### config.mk
export PLATFORM = sky130hd
export DESIGN_NAME = detect_arbiter_flat
export DESIGN_NICKNAME = d
export VERILOG_FILES = /design/src/rtl/tmdb_mpu_pkg.sv /design/src/rtl/detect_arbiter_if.sv /design/src/rtl/detect_fifo.sv /design/src/rtl/detect_arbiter.sv /design/src/flat_wrapper.sv
export SDC_FILE = /design/constraint.sdc
export NUM_CORES = 1
export LEC_CHECK = 0
export CAP_MARGIN = 20
export CORE_MARGIN = 2
export CORE_UTILIZATION = 66
export DETAILED_ROUTE_END_ITERATION = 6
export PLACE_DENSITY = 0.82
export SLEW_MARGIN = 15
export SYNTH_ARGS = -nofsm -noshare
export SYNTH_HDL_FRONTEND = slang
export SYNTH_SLANG_ARGS = --single-unit
export TNS_END_PERCENT = 20
### constraint.sdc
create_clock -name clk -period 18.8 [get_ports clk]
set_input_delay 3.76 -clock clk [delete_from_list [all_inputs] [get_ports clk]]
set_output_delay 3.76 -clock clk [all_outputs]
set_load 0.02 [all_outputs]
### src/rtl/tmdb_mpu_pkg.sv
// -----------------------------------------------------------------------------
// tmdb_mpu_pkg
// Shared constants for the MPU detect path: flag word width, default BCID
// counter geometry, threshold flag bit positions and the field layout of the
// serialised detect record {ch, bcid, flags}.
// -----------------------------------------------------------------------------
package tmdb_mpu_pkg;

  localparam int FLAG_W     = 4;
  localparam int BCID_W_DEF = 12;
  localparam int BC_MAX_DEF = 3563;

  // Threshold flag bit positions inside a detect flag word
  localparam int FLAG_LLT  = 0;
  localparam int FLAG_HLT  = 1;
  localparam int FLAG_SLLT = 2;
  localparam int FLAG_SHLT = 3;

  // Record field offsets: flags at the bottom, bcid above, channel on top
  localparam int FLAGS_LSB = 0;
  localparam int BCID_LSB  = FLAGS_LSB + FLAG_W;

  function automatic int ch_lsb(input int bcid_w);
    return BCID_LSB + bcid_w;
  endfunction

  function automatic int rec_w(input int n_ch, input int bcid_w);
    return $clog2(n_ch) + bcid_w + FLAG_W;
  endfunction

endpackage

### src/rtl/detect_arbiter_if.sv
// -----------------------------------------------------------------------------
// detect_arbiter_if
// Valid/ready record stream out of detect_arbiter.
//   o_valid : record valid (driven by master)
//   o_ready : downstream accept (driven by slave)
//   o_data  : {ch, bcid, flags} record (driven by master)
// -----------------------------------------------------------------------------
interface detect_arbiter_if #(
  parameter int N_CH   = 8,
  parameter int BCID_W = 12
);
  import tmdb_mpu_pkg::*;

  localparam int DATA_W = rec_w(N_CH, BCID_W);

  logic              o_valid;
  logic              o_ready;
  logic [DATA_W-1:0] o_data;

  modport master (output o_valid, output o_data, input  o_ready);
  modport slave  (input  o_valid, input  o_data, output o_ready);

endinterface

### src/rtl/detect_fifo.sv
// -----------------------------------------------------------------------------
// detect_fifo
// Small synchronous FIFO holding time-stamped detect entries for one channel.
//   clk, rst_n : clock, asynchronous active-low reset (empties the FIFO)
//   push, din  : write request and entry
//   pop        : read request; dout is the head entry whenever !empty
//   empty/full : occupancy status
// A push while full is accepted only when a pop happens in the same cycle.
// A pop while empty is ignored.
// -----------------------------------------------------------------------------
module detect_fifo #(
  parameter int WIDTH = 16,
  parameter int DEPTH = 4
) (
  input  logic             clk,
  input  logic             rst_n,
  input  logic             push,
  input  logic             pop,
  input  logic [WIDTH-1:0] din,
  output logic [WIDTH-1:0] dout,
  output logic             empty,
  output logic             full
);

  localparam int AW = $clog2(DEPTH);

  logic [WIDTH-1:0] mem [DEPTH];
  // Pointers carry one extra wrap bit so full and empty are distinguishable
  logic [AW:0]      wr_ptr;
  logic [AW:0]      rd_ptr;
  logic             do_push;
  logic             do_pop;

  assign empty   = (wr_ptr == rd_ptr);
  assign full    = (wr_ptr[AW] != rd_ptr[AW]) && (wr_ptr[AW-1:0] == rd_ptr[AW-1:0]);
  assign do_pop  = pop && !empty;
  assign do_push = push && (!full || do_pop);
  assign dout    = mem[rd_ptr[AW-1:0]];

  // NOTE: the storage array is deliberately not reset; the pointers alone
  // define which entries are live, so stale contents are never observed.
  always_ff @(posedge clk) begin
    if (do_push) begin
      mem[wr_ptr[AW-1:0]] <= din;
    end
  end

  // NOTE: sequential state uses non-blocking assignments so every register
  // samples its inputs from the same clock edge regardless of block order.
  always_ff @(posedge clk or negedge rst_n) begin
    if (!rst_n) begin
      wr_ptr <= '0;
      rd_ptr <= '0;
    end else begin
      if (do_push) wr_ptr <= wr_ptr + (AW+1)'(1);
      if (do_pop)  rd_ptr <= rd_ptr + (AW+1)'(1);
    end
  end

endmodule

### src/rtl/detect_arbiter.sv
// -----------------------------------------------------------------------------
// detect_arbiter
// Time-stamps non-zero detect flag words from N_CH channels with the local
// BCID, buffers them per channel and serialises them by round-robin onto one
// valid/ready stream. Also keeps sticky overflow flags and a drop counter.
//   clk, rst_n : 40 MHz bunch clock, asynchronous active-low reset
//   det_flags  : 4-bit flag word per channel, channel k at [4k+3:4k]
//   ch_en      : per-channel enable
//   bcr        : bunch-counter reset pulse (bcid = 0 next cycle)
//   clr_stat   : clears ovf_flags / drop_cnt (same-cycle drops still count)
//   ovf_flags  : sticky per-channel overflow
//   drop_cnt   : saturating total of dropped records
//   stream     : record output {ch, bcid, flags}, valid/ready
// -----------------------------------------------------------------------------
module detect_arbiter
  import tmdb_mpu_pkg::*;
#(
  parameter int N_CH       = 8,
  parameter int FIFO_DEPTH = 4,
  parameter int BC_MAX     = BC_MAX_DEF,
  parameter int BCID_W     = BCID_W_DEF
) (
  input  logic                     clk,
  input  logic                     rst_n,
  input  logic [FLAG_W*N_CH-1:0]   det_flags,
  input  logic [N_CH-1:0]          ch_en,
  input  logic                     bcr,
  input  logic                     clr_stat,
  output logic [N_CH-1:0]          ovf_flags,
  output logic [15:0]              drop_cnt,
  detect_arbiter_if.master         stream
);

  localparam int CHW   = $clog2(N_CH);
  localparam int ENT_W = BCID_W + FLAG_W;
  localparam int CNTW  = $clog2(N_CH + 1);

  logic [BCID_W-1:0]           bcid;
  logic [N_CH-1:0]             hit;
  logic [N_CH-1:0]             drop;
  logic [N_CH-1:0]             fifo_push;
  logic [N_CH-1:0]             fifo_pop;
  logic [N_CH-1:0]             fifo_empty;
  logic [N_CH-1:0]             fifo_full;
  logic [N_CH-1:0][ENT_W-1:0]  fifo_dout;
  logic [CHW-1:0]              rr;
  logic [CHW-1:0]              gnt_ch;
  logic                        gnt_found;
  logic                        load;
  logic [CNTW-1:0]             n_drop;
  logic [16:0]                 drop_sum;

  // ---------------------------------------------------------------------------
  // Bunch-crossing counter: bcr wins over wrap and increment
  // ---------------------------------------------------------------------------
  always_ff @(posedge clk or negedge rst_n) begin
    if (!rst_n) begin
      bcid <= '0;
    end else if (bcr) begin
      bcid <= '0;
    end else if (bcid == BCID_W'(BC_MAX)) begin
      bcid <= '0;
    end else begin
      bcid <= bcid + BCID_W'(1);
    end
  end

  // ---------------------------------------------------------------------------
  // Per-channel capture and buffering
  // ---------------------------------------------------------------------------
  for (genvar k = 0; k < N_CH; k++) begin : g_ch
    assign hit[k]       = ch_en[k] && (det_flags[FLAG_W*k +: FLAG_W] != '0);
    assign fifo_pop[k]  = load && gnt_found && (gnt_ch == CHW'(k));
    // A full FIFO still takes the hit when the arbiter empties a slot this cycle
    assign drop[k]      = hit[k] && fifo_full[k] && !fifo_pop[k];
    assign fifo_push[k] = hit[k] && !drop[k];

    detect_fifo #(
      .WIDTH (ENT_W),
      .DEPTH (FIFO_DEPTH)
    ) u_fifo (
      .clk   (clk),
      .rst_n (rst_n),
      .push  (fifo_push[k]),
      .pop   (fifo_pop[k]),
      .din   ({bcid, det_flags[FLAG_W*k +: FLAG_W]}),
      .dout  (fifo_dout[k]),
      .empty (fifo_empty[k]),
      .full  (fifo_full[k])
    );
  end

  // ---------------------------------------------------------------------------
  // Round-robin grant: first non-empty FIFO after the last granted channel
  // ---------------------------------------------------------------------------
  assign load = !stream.o_valid || stream.o_ready;

  // NOTE: every variable of a combinational block is given a default before
  // any conditional assignment, so no path leaves it unassigned (no latch).
  always_comb begin
    int idx;
    gnt_found = 1'b0;
    gnt_ch    = '0;
    idx       = 0;
    for (int i = 1; i <= N_CH; i++) begin
      idx = int'(rr) + i;
      if (idx >= N_CH) idx = idx - N_CH;
      if (!gnt_found && !fifo_empty[idx]) begin
        gnt_found = 1'b1;
        gnt_ch    = CHW'(idx);
      end
    end
  end

  // ---------------------------------------------------------------------------
  // Output register; holds data and valid while stalled
  // ---------------------------------------------------------------------------
  always_ff @(posedge clk or negedge rst_n) begin
    if (!rst_n) begin
      stream.o_valid <= 1'b0;
      stream.o_data  <= '0;
      rr             <= CHW'(N_CH - 1);
    end else if (load) begin
      if (gnt_found) begin
        stream.o_valid <= 1'b1;
        stream.o_data  <= {gnt_ch, fifo_dout[gnt_ch]};
        rr             <= gnt_ch;
      end else begin
        stream.o_valid <= 1'b0;
      end
    end
  end

  // ---------------------------------------------------------------------------
  // Drop statistics
  // ---------------------------------------------------------------------------
  always_comb begin
    n_drop = '0;
    for (int k = 0; k < N_CH; k++) begin
      n_drop = n_drop + CNTW'(drop[k]);
    end
    // clr_stat restarts the count from this cycle's drops
    drop_sum = {1'b0, (clr_stat ? 16'h0000 : drop_cnt)} + 17'(n_drop);
  end

  always_ff @(posedge clk or negedge rst_n) begin
    if (!rst_n) begin
      drop_cnt  <= '0;
      ovf_flags <= '0;
    end else begin
      drop_cnt  <= drop_sum[16] ? 16'hFFFF : drop_sum[15:0];
      ovf_flags <= (clr_stat ? '0 : ovf_flags) | drop;
    end
  end

endmodule

### src/flat_wrapper.sv
// flat-port wrapper written by rule: the top's interface ports become plain ports
module detect_arbiter_flat import tmdb_mpu_pkg::*;
#(
  parameter int N_CH       = 8,
  parameter int FIFO_DEPTH = 4,
  parameter int BC_MAX     = BC_MAX_DEF,
  parameter int BCID_W     = BCID_W_DEF
)
  (clk, rst_n, det_flags, ch_en, bcr, clr_stat, ovf_flags, drop_cnt, stream_o_valid, stream_o_data, stream_o_ready);
  detect_arbiter_if #(.N_CH(N_CH), .BCID_W(BCID_W)) stream_i ();
  input  logic clk;
  input  logic rst_n;
  input  logic [FLAG_W*N_CH-1:0] det_flags;
  input  logic [N_CH-1:0] ch_en;
  input  logic bcr;
  input  logic clr_stat;
  output logic [N_CH-1:0] ovf_flags;
  output logic [15:0] drop_cnt;
  output wire logic [$bits(stream_i.o_valid)-1:0] stream_o_valid;
  output wire logic [$bits(stream_i.o_data)-1:0] stream_o_data;
  input wire logic [$bits(stream_i.o_ready)-1:0] stream_o_ready;
  assign stream_o_valid = stream_i.o_valid;
  assign stream_o_data = stream_i.o_data;
  assign stream_i.o_ready = stream_o_ready;
  detect_arbiter #(.N_CH(N_CH), .FIFO_DEPTH(FIFO_DEPTH), .BC_MAX(BC_MAX), .BCID_W(BCID_W)) u_core (.clk(clk), .rst_n(rst_n), .det_flags(det_flags), .ch_en(ch_en), .bcr(bcr), .clr_stat(clr_stat), .ovf_flags(ovf_flags), .drop_cnt(drop_cnt), .stream(stream_i));
endmodule
==> impl_results.rst <==
.. list-table::
   :header-rows: 1

   * - Metric
     - Value
   * - Global-route wire length before repair
     - 93100 um
   * - Antenna violations before repair
     - 1
   * - Fraction of the cycle the final worst path needs
     - about half
   * - Starting DRC count in detailed routing
     - 1508
   * - Number of global-route vias before repair
     - about 15000
   * - Clock insertion delay at the later pin of the skew report
     - roughly 610 ps
   * - Min Clock Period, post-route
     - 9600 ps
   * - Areal power density over the cells
     - roughly 190 nW/um2
   * - Tot GR Track Use
     - between 30% and 40%
   * - Net count after synthesis
     - 1618
   * - Final setup TNS
     - 0 ps
   * - Setup repair bufs after CTS
     - 0
   * - Critical path capture point type
     - register
   * - Switching power total
     - 2260 uW
   * - Mean cell area of the mapped netlist
     - 17.5 um2
   * - Worst slack after detailed placement
     - a little under 9000 ps
   * - Leftover overflow at the end of global routing
     - 0
   * - Synthesis warning total
     - 0
   * - Clock tree from TritonCTS
     - yes
   * - Floorplan die height
     - a little over 200 um
   * - TritonCTS Buffers
     - slightly below 60
   * - Maximum number of pins on one net before global-route repair
     - 60
   * - Clk pwr share
     - 19.9%
   * - Drt pass-1 iters
     - 6
   * - P_leak
     - 0.0106 uW
   * - Critical path startpoint
     - u_core.rr[0]
   * - Cell area after synthesis
     - 26500 um2
   * - Worst setup slack for register-to-register paths
     - 9200 ps
   * - Detailed-route vias per instance
     - 6.61
   * - Worst min-delay path category
     - reg2reg
   * - Count of instances resized after the clock tree is built
     - 0
   * - Post-Route Skew
     - 15.4 ps
   * - Launch point of the worst hold path
     - u_core.g_ch[6].u_fifo.wr_ptr[2]
   * - Detailed Route WL
     - 62300 um
   * - Main flop type after synthesis
     - sky130_fd_sc_hd__edfxtp_1
   * - Post-synth ARST share
     - 17.3%
   * - Average wire per cell in the routed design
     - 28.3 um
   * - FF-to-FF End
     - u_core.drop_cnt[13]
   * - Int Pwr
     - about 3500 uW
   * - Setup WS post-layout
     - 9200 ps
   * - Clock Root Buffer
     - sky130_fd_sc_hd__clkbuf_16
   * - Tightest slew margin relative to the limit
     - between 30 and 40%
   * - Syn Inst Count
     - 1518
   * - Antenna-violating nets left
     - 0
   * - Result of the run
     - completed
   * - Fillcell total
     - approximately 2300
   * - CP Data Arrival Time
     - 10030 ps
   * - Die Footprint
     - 41800 um2
   * - Clock transition at the registers of the reported paths
     - 60 ps
   * - Peak supply drop
     - 0.000129 V
   * - Area of the core
     - 39700 um2
   * - Power share of the combinational group
     - between 40 and 50%
   * - Cts hold-fix bufs
     - 0
   * - Switching Fraction
     - 39.5%
   * - Register bit total from synthesis
     - 619
   * - Critical path start-end classification
     - reg2reg
   * - Clock net sink count
     - 619
   * - Actual slew at the worst max-slew pin
     - 1030 ps
   * - Worst EP required
     - 19230 ps
   * - Setup violations, final
     - 0
   * - Number of distinct library cells after synthesis
     - 88
   * - Routed via count
     - 14500
   * - Top Ports
     - 89
   * - Depth of the most critical reg-to-reg path
     - 24
   * - Endpoints failing hold
     - 0
   * - Buffer depth of the longest clock path
     - 3
   * - Starting utilization of the core area
     - around two thirds
   * - Unrepaired setup endpoints after global routing
     - false
   * - Number of diodes
     - 0
   * - Die width
     - 205 um
   * - Worst hold stages
     - 1
   * - NumNets Final
     - about 1700
   * - CP Max Fanout
     - 19
   * - Routability congestion estimate from global placement
     - 0.920
   * - Number of levels the H-tree was split into
     - 2
   * - Worst R2R Start
     - u_core.rr[0]
   * - Total DRC errors in the routed layout
     - 0
   * - Setup crit start kind
     - register
   * - Post-synth EDFFs
     - 512
   * - Count of standard-cell rows
     - 73
   * - Fraction of the yosys area taken by sequential cells
     - 68.0%
   * - IO buf count
     - 88
   * - Slew Viols, Final
     - 0
   * - End of the worst hold path
     - u_core.g_ch[6].u_fifo.wr_ptr[2]
   * - Detailed placer's ending HPWL
     - 39800 um
   * - Share of final-layout standard cells stronger than drive strength 1
     - 18.4%
   * - Peak Freq
     - 104 MHz
   * - Area Growth Syn to Fin
     - 12.1%
   * - Max-cap violations
     - 0
   * - Sequential fraction of design power
     - 36.1%
cells by family (layout without fill, tap and decap cells):
logic type	count (synthesis)	in the layout	synth area share, %
compound gates	148	148	4.64
xor+xnor	78	78	2.57
fa+ha+maj	55	55	2.73
buf+inv	106	261	1.95
flops	619	619	68.0
mux	189	189	13.8
simple gates	323	323	6.26
through the flow:
step | std cells | power, uW | area (um2) | hold slack (ps) | util [%]
after floorplan | 1518 | 3770 | 26500 | 460 | -
after global placement | 2091 | 4490 | 27900 | 473 | 70.3
after detailed placement | 2091 | 4550 | 27900 | 475 | 70.3
after CTS | 2198 | 5700 | 29700 | 487 | 74.9
after global routing | 2198 | 5950 | 29700 | 506 | 74.9
final | 2198 | 5710 | 29700 | 490 | 74.9
layout make-up:
type                       count  area [um2]  share of cell area (%)
sequential                   619       18100                    60.7
clock buffer                  83        1610                    5.40
tap                          525         657                    2.21
clock inverter                24         221                   0.745
timing repair buffer         112        1060                    3.56
inverter                      42         158                   0.530
multi-input combinational    793        7980                    26.8
state kept, by name, summed over array words and instances, names as in the netlist:
register                   cells
u_core.bcid                   12
u_core.g_ch.u_fifo.rd_ptr     24
u_core.drop_cnt               16
u_core.ovf_flags               8
u_core.rr                      3
u_core.g_ch.u_fifo.wr_ptr     24
u_core.g_ch.u_fifo.mem       512
u_core.stream.o_data          19
u_core.stream.o_valid          1
layout by cell type (no fill, tap or decap), types with 44 or more instances in the layout:
master | synthesis | layout
sky130_fd_sc_hd__clkdlybuf4s50_1 | 0 | 87
sky130_fd_sc_hd__mux4_2 | 140 | 140
sky130_fd_sc_hd__nand2_1 | 113 | 113
sky130_fd_sc_hd__edfxtp_1 | 512 | 512
sky130_fd_sc_hd__xor2_1 | 47 | 47
sky130_fd_sc_hd__and3_1 | 47 | 47
sky130_fd_sc_hd__nor2_1 | 47 | 44
sky130_fd_sc_hd__dfrtp_1 | 104 | 104
sky130_fd_sc_hd__ha_1 | 50 | 50
sky130_fd_sc_hd__clkbuf_16 | 0 | 59
worst max-delay path: stages (launching register included):
cell,delay (ps)
sky130_fd_sc_hd__dfstp_2,820
sky130_fd_sc_hd__inv_1,370
sky130_fd_sc_hd__ha_1,920
sky130_fd_sc_hd__nor4_1,150
sky130_fd_sc_hd__a2111oi_0,650
sky130_fd_sc_hd__a211oi_2,140
sky130_fd_sc_hd__o211ai_1,260
sky130_fd_sc_hd__or2_1,530
sky130_fd_sc_hd__nor3_4,120
sky130_fd_sc_hd__nor2_2,720
sky130_fd_sc_hd__nor3_1,250
sky130_fd_sc_hd__or3b_2,580
sky130_fd_sc_hd__fa_1,540
sky130_fd_sc_hd__fa_1,550
sky130_fd_sc_hd__fa_1,420
sky130_fd_sc_hd__inv_1,90
sky130_fd_sc_hd__fa_1,470
sky130_fd_sc_hd__fa_1,480
sky130_fd_sc_hd__a21o_1,180
sky130_fd_sc_hd__a21oi_1,280
sky130_fd_sc_hd__nor3b_1,110
sky130_fd_sc_hd__nand2_1,130
sky130_fd_sc_hd__nor2_1,80
sky130_fd_sc_hd__nand4b_1,400
sky130_fd_sc_hd__o21ai_0,190
power by group through the flow:
stage | logic, uW | registers, uW | clock network, uW
after global placement | 2430 | 2060 | 0
final | 2510 | 2060 | 1140
after CTS | 2500 | 2060 | 1140
after detailed placement | 2470 | 2080 | 0
after floorplan | 1780 | 1990 | 0
after global routing | 2660 | 2090 | 1200
synth_stat cells (6+ instances only):
master / count / area [um2]
sky130_fd_sc_hd__a2111oi_0: 6 / 52.6
sky130_fd_sc_hd__a21oi_1: 16 / 80.1
sky130_fd_sc_hd__a32o_1: 7 / 70.1
sky130_fd_sc_hd__a32oi_1: 10 / 87.6
sky130_fd_sc_hd__and2_1: 20 / 125
sky130_fd_sc_hd__and3_1: 47 / 294
sky130_fd_sc_hd__buf_2: 13 / 65.1
sky130_fd_sc_hd__buf_6: 7 / 78.8
sky130_fd_sc_hd__clkbuf_1: 33 / 124
sky130_fd_sc_hd__dfrtp_1: 104 / 2600
sky130_fd_sc_hd__edfxtp_1: 512 / 15400
sky130_fd_sc_hd__ha_1: 50 / 626
sky130_fd_sc_hd__inv_1: 42 / 158
sky130_fd_sc_hd__mux2_2: 11 / 124
sky130_fd_sc_hd__mux2i_1: 34 / 340
sky130_fd_sc_hd__mux4_2: 140 / 3150
sky130_fd_sc_hd__nand2_1: 113 / 424
sky130_fd_sc_hd__nand2b_1: 6 / 37.5
sky130_fd_sc_hd__nand3_1: 25 / 125
sky130_fd_sc_hd__nor2_1: 47 / 176
sky130_fd_sc_hd__nor2b_1: 14 / 87.6
sky130_fd_sc_hd__nor3_1: 9 / 45.0
sky130_fd_sc_hd__o211ai_1: 7 / 52.6
sky130_fd_sc_hd__o21ai_0: 32 / 160
sky130_fd_sc_hd__o41ai_2: 7 / 114
sky130_fd_sc_hd__or3_1: 6 / 37.5
sky130_fd_sc_hd__xnor2_1: 31 / 272
sky130_fd_sc_hd__xor2_1: 47 / 412
worst max-delay path by stage:
stage	to	slack, ps
after CTS	u_core.drop_cnt[13]	9300
after global routing	u_core.drop_cnt[8]	8590
after global placement	u_core.drop_cnt[10]	8910
after floorplan	u_core.drop_cnt[10]	10040
after detailed placement	u_core.drop_cnt[10]	8720
final	u_core.drop_cnt[13]	9200
routing by layer:
| metal | track usage [%] | share of wire, % |
|---|---|---|
| met2 | 47.0 | 47 |
| met1 | 45.6 | 40 |
| met5 | 0 | 0 |
| met3 | 4.66 | 8.7 |
| met4 | 13.8 | 4.6 |
No activity file was read; power rests on OpenSTA's default activity.
==> RTL change (same flow settings) <==
`FIFO_DEPTH` is set to 4 in 2 places; all go to 8.
--- a/src/rtl/detect_arbiter.sv
+++ b/src/rtl/detect_arbiter.sv
@@ -18,3 +18,3 @@
   parameter int N_CH       = 8,
-  parameter int FIFO_DEPTH = 4,
+  parameter int FIFO_DEPTH = 8,
   parameter int BC_MAX     = BC_MAX_DEF,
--- a/src/flat_wrapper.sv
+++ b/src/flat_wrapper.sv
@@ -4,3 +4,3 @@
   parameter int N_CH       = 8,
-  parameter int FIFO_DEPTH = 4,
+  parameter int FIFO_DEPTH = 8,
   parameter int BC_MAX     = BC_MAX_DEF,
Function: not settled (the Yosys comparison gave no result); the edit may change what the design does.
==> RTL change against the original RTL <==
The flow now finishes with violations (design-rule violations); critical endpoint is now u_core.drop_cnt[6]$_DFF_PN0_; highest routed layer is now met5; sequential cell count is 528 higher; wire length is 71% higher; cell count is 63% higher; area after synthesis is 77% higher; worst setup slack worse by 0.34 ns; global-route usage is 1.5 points lower; largest power group is now registers; die area is 75% higher; cell area is 79% higher; power is 57% higher; sequential power is 69% higher; sequential share of layout area is 3.1 points higher.
==> RTL change: results (changes against the original RTL) <==
Outcome -> finished, violations left
Failing checks -> design-rule violations
Later-pin clock latency in the skew report -> 0.67 ns (+0.06 ns)
Synth area leaders -> edfxtp_1, mux4_2, dfrtp_1
Num CTS Buffers -> 111 (+91%)
GRT Util Overall -> 29.5% (-1.5 points)
DP HPWL -> 61200 um (+54%)
Routability congestion estimate -> 0.877 (-4.6%)
Commonest cells in the netlist -> edfxtp_1, mux4_2, mux2i_1
Met2 wire length -> 52000 um (+77%)
EDFF count, synth -> 1024 (+100%)
Synth Area in XOR/XNOR -> 1.94% (-0.64 points)
FF+latch count, synth -> 1147 (+85%)
Unique cell type count in the Yosys netlist -> 80 (-9.1%)
Post-synthesis mux area share -> 17.4% (+3.6 points)
Placed Area -> 49300 um2 (+77%)
Critical Path End -> u_core.drop_cnt[6]$_DFF_PN0_
Remaining DRCs -> 1 (+1)
Non-filler cells, final -> 3578 (+63%)
Layout cell share with drive strength beyond 1 -> 23.6% (+5.2 points)
Reg2Reg Depth -> 26 (+8.3%)
Reg-to-Reg Start -> u_core.g_ch[2].u_fifo.rd_ptr[0]$_DFFE_PN0P_
Crit path max fanout -> 36 (+17)
Final Net Count -> 2618 (+52%)
Worst hold path endpoint -> u_core.g_ch[6].u_fifo.rd_ptr[3]$_DFFE_PN0P_
Adder-cell share of the synthesized area -> 0.905% (-1.8 points)
Worst Min Path Start -> u_core.g_ch[6].u_fifo.rd_ptr[3]$_DFFE_PN0P_
Compound-cell area share of the yosys netlist -> 2.06% (-2.6 points)
Routed via count -> 24141 (+66%)
Seq/Total Area, Yosys -> 72.0% (+4.0 points)
Crit-path leading delay family -> simple AND/OR/NAND/NOR gates
Met3 Use GR -> 5.38% (+0.72 points)
Vias in the first global route -> 24536 (+68%)
Avg WL per Cell -> 29.7 um (+5.0%)
CP peak stage delay -> 1.08 ns (+0.16 ns)
Maximum vdd drop -> 130 uV (+0.60%)
Top routing layer used -> met5
Initial drt markers -> 2702 (+79%)
Initial antenna violation count -> 5 (+4)
H-tree levels -> 3 (+1)
Sw frac -> 34.8% (-4.7 points)
Reg2reg setup slack -> 8.86 ns (-0.34 ns)
Placed cells -> 3367 (+61%)
Mapped Nets -> 2491 (+54%)
First-pass GRT wire length -> 159000 um (+70%)
Leakage Power -> 18.0 nW (+69%)
Relative slew margins -> 16.0% (-14 points)
Ys async rst share -> 10.7% (-6.6 points)
GRT met2 Usage -> 47.0% (about the same)
P&R area growth vs syn -> 13.0%
Avg Cell Area, Syn -> 19.5 um2 (+11%)
Tcrit/Tclk final -> 52.9% (+1.8 points)
Fin Hold WS -> 0.488 ns (-0.00172 ns)
Largest net degree at the start of global routing -> 70 (+17%)
Slowest CP cell -> nor4_1
First drt pass iteration count -> 7 (+1)
Clock skew -> 0.0254 ns (+0.0100 ns)
Critical path origin -> u_core.g_ch[2].u_fifo.rd_ptr[0]$_DFFE_PN0P_
Met3 Routed Length -> 9210 um (+70%)
Max reg flops -> 1024 (+100%)
[RTL change: cells by family (layout without fill, tap and decap cells)]
family | Yosys count | count (layout)
buffers and inverters | 171 | 394
xor gates and xnor gates | 104 | 104
AOI/OAI and AO/OA | 121 | 121
muxes | 475 | 475
and+or+nand+nor | 366 | 366
DFF | 1147 | 1147
adders and majority gates | 31 | 31
[RTL change: final cells by class]
cell class                 instances  share of cell area (%)
inverter                          31                   0.219
tap                              940                    2.21
clock inverter                    78                    1.57
sequential                      1147                    63.8
multi-input combinational       1097                    24.0
clock buffer                     131                    5.57
timing repair buffer             154                    2.60
[RTL change: power by group through the flow]
stage          clock, mW  sequential, mW  combinational, mW
6_report            2.29            3.49               3.17
5_1_grt             2.41            3.52               3.37
4_1_cts             2.31            3.49               3.18
3_5_place_dp           0            3.53               3.13
3_3_place_gp           0            3.49               3.07
2_1_floorplan          0            3.41               2.21
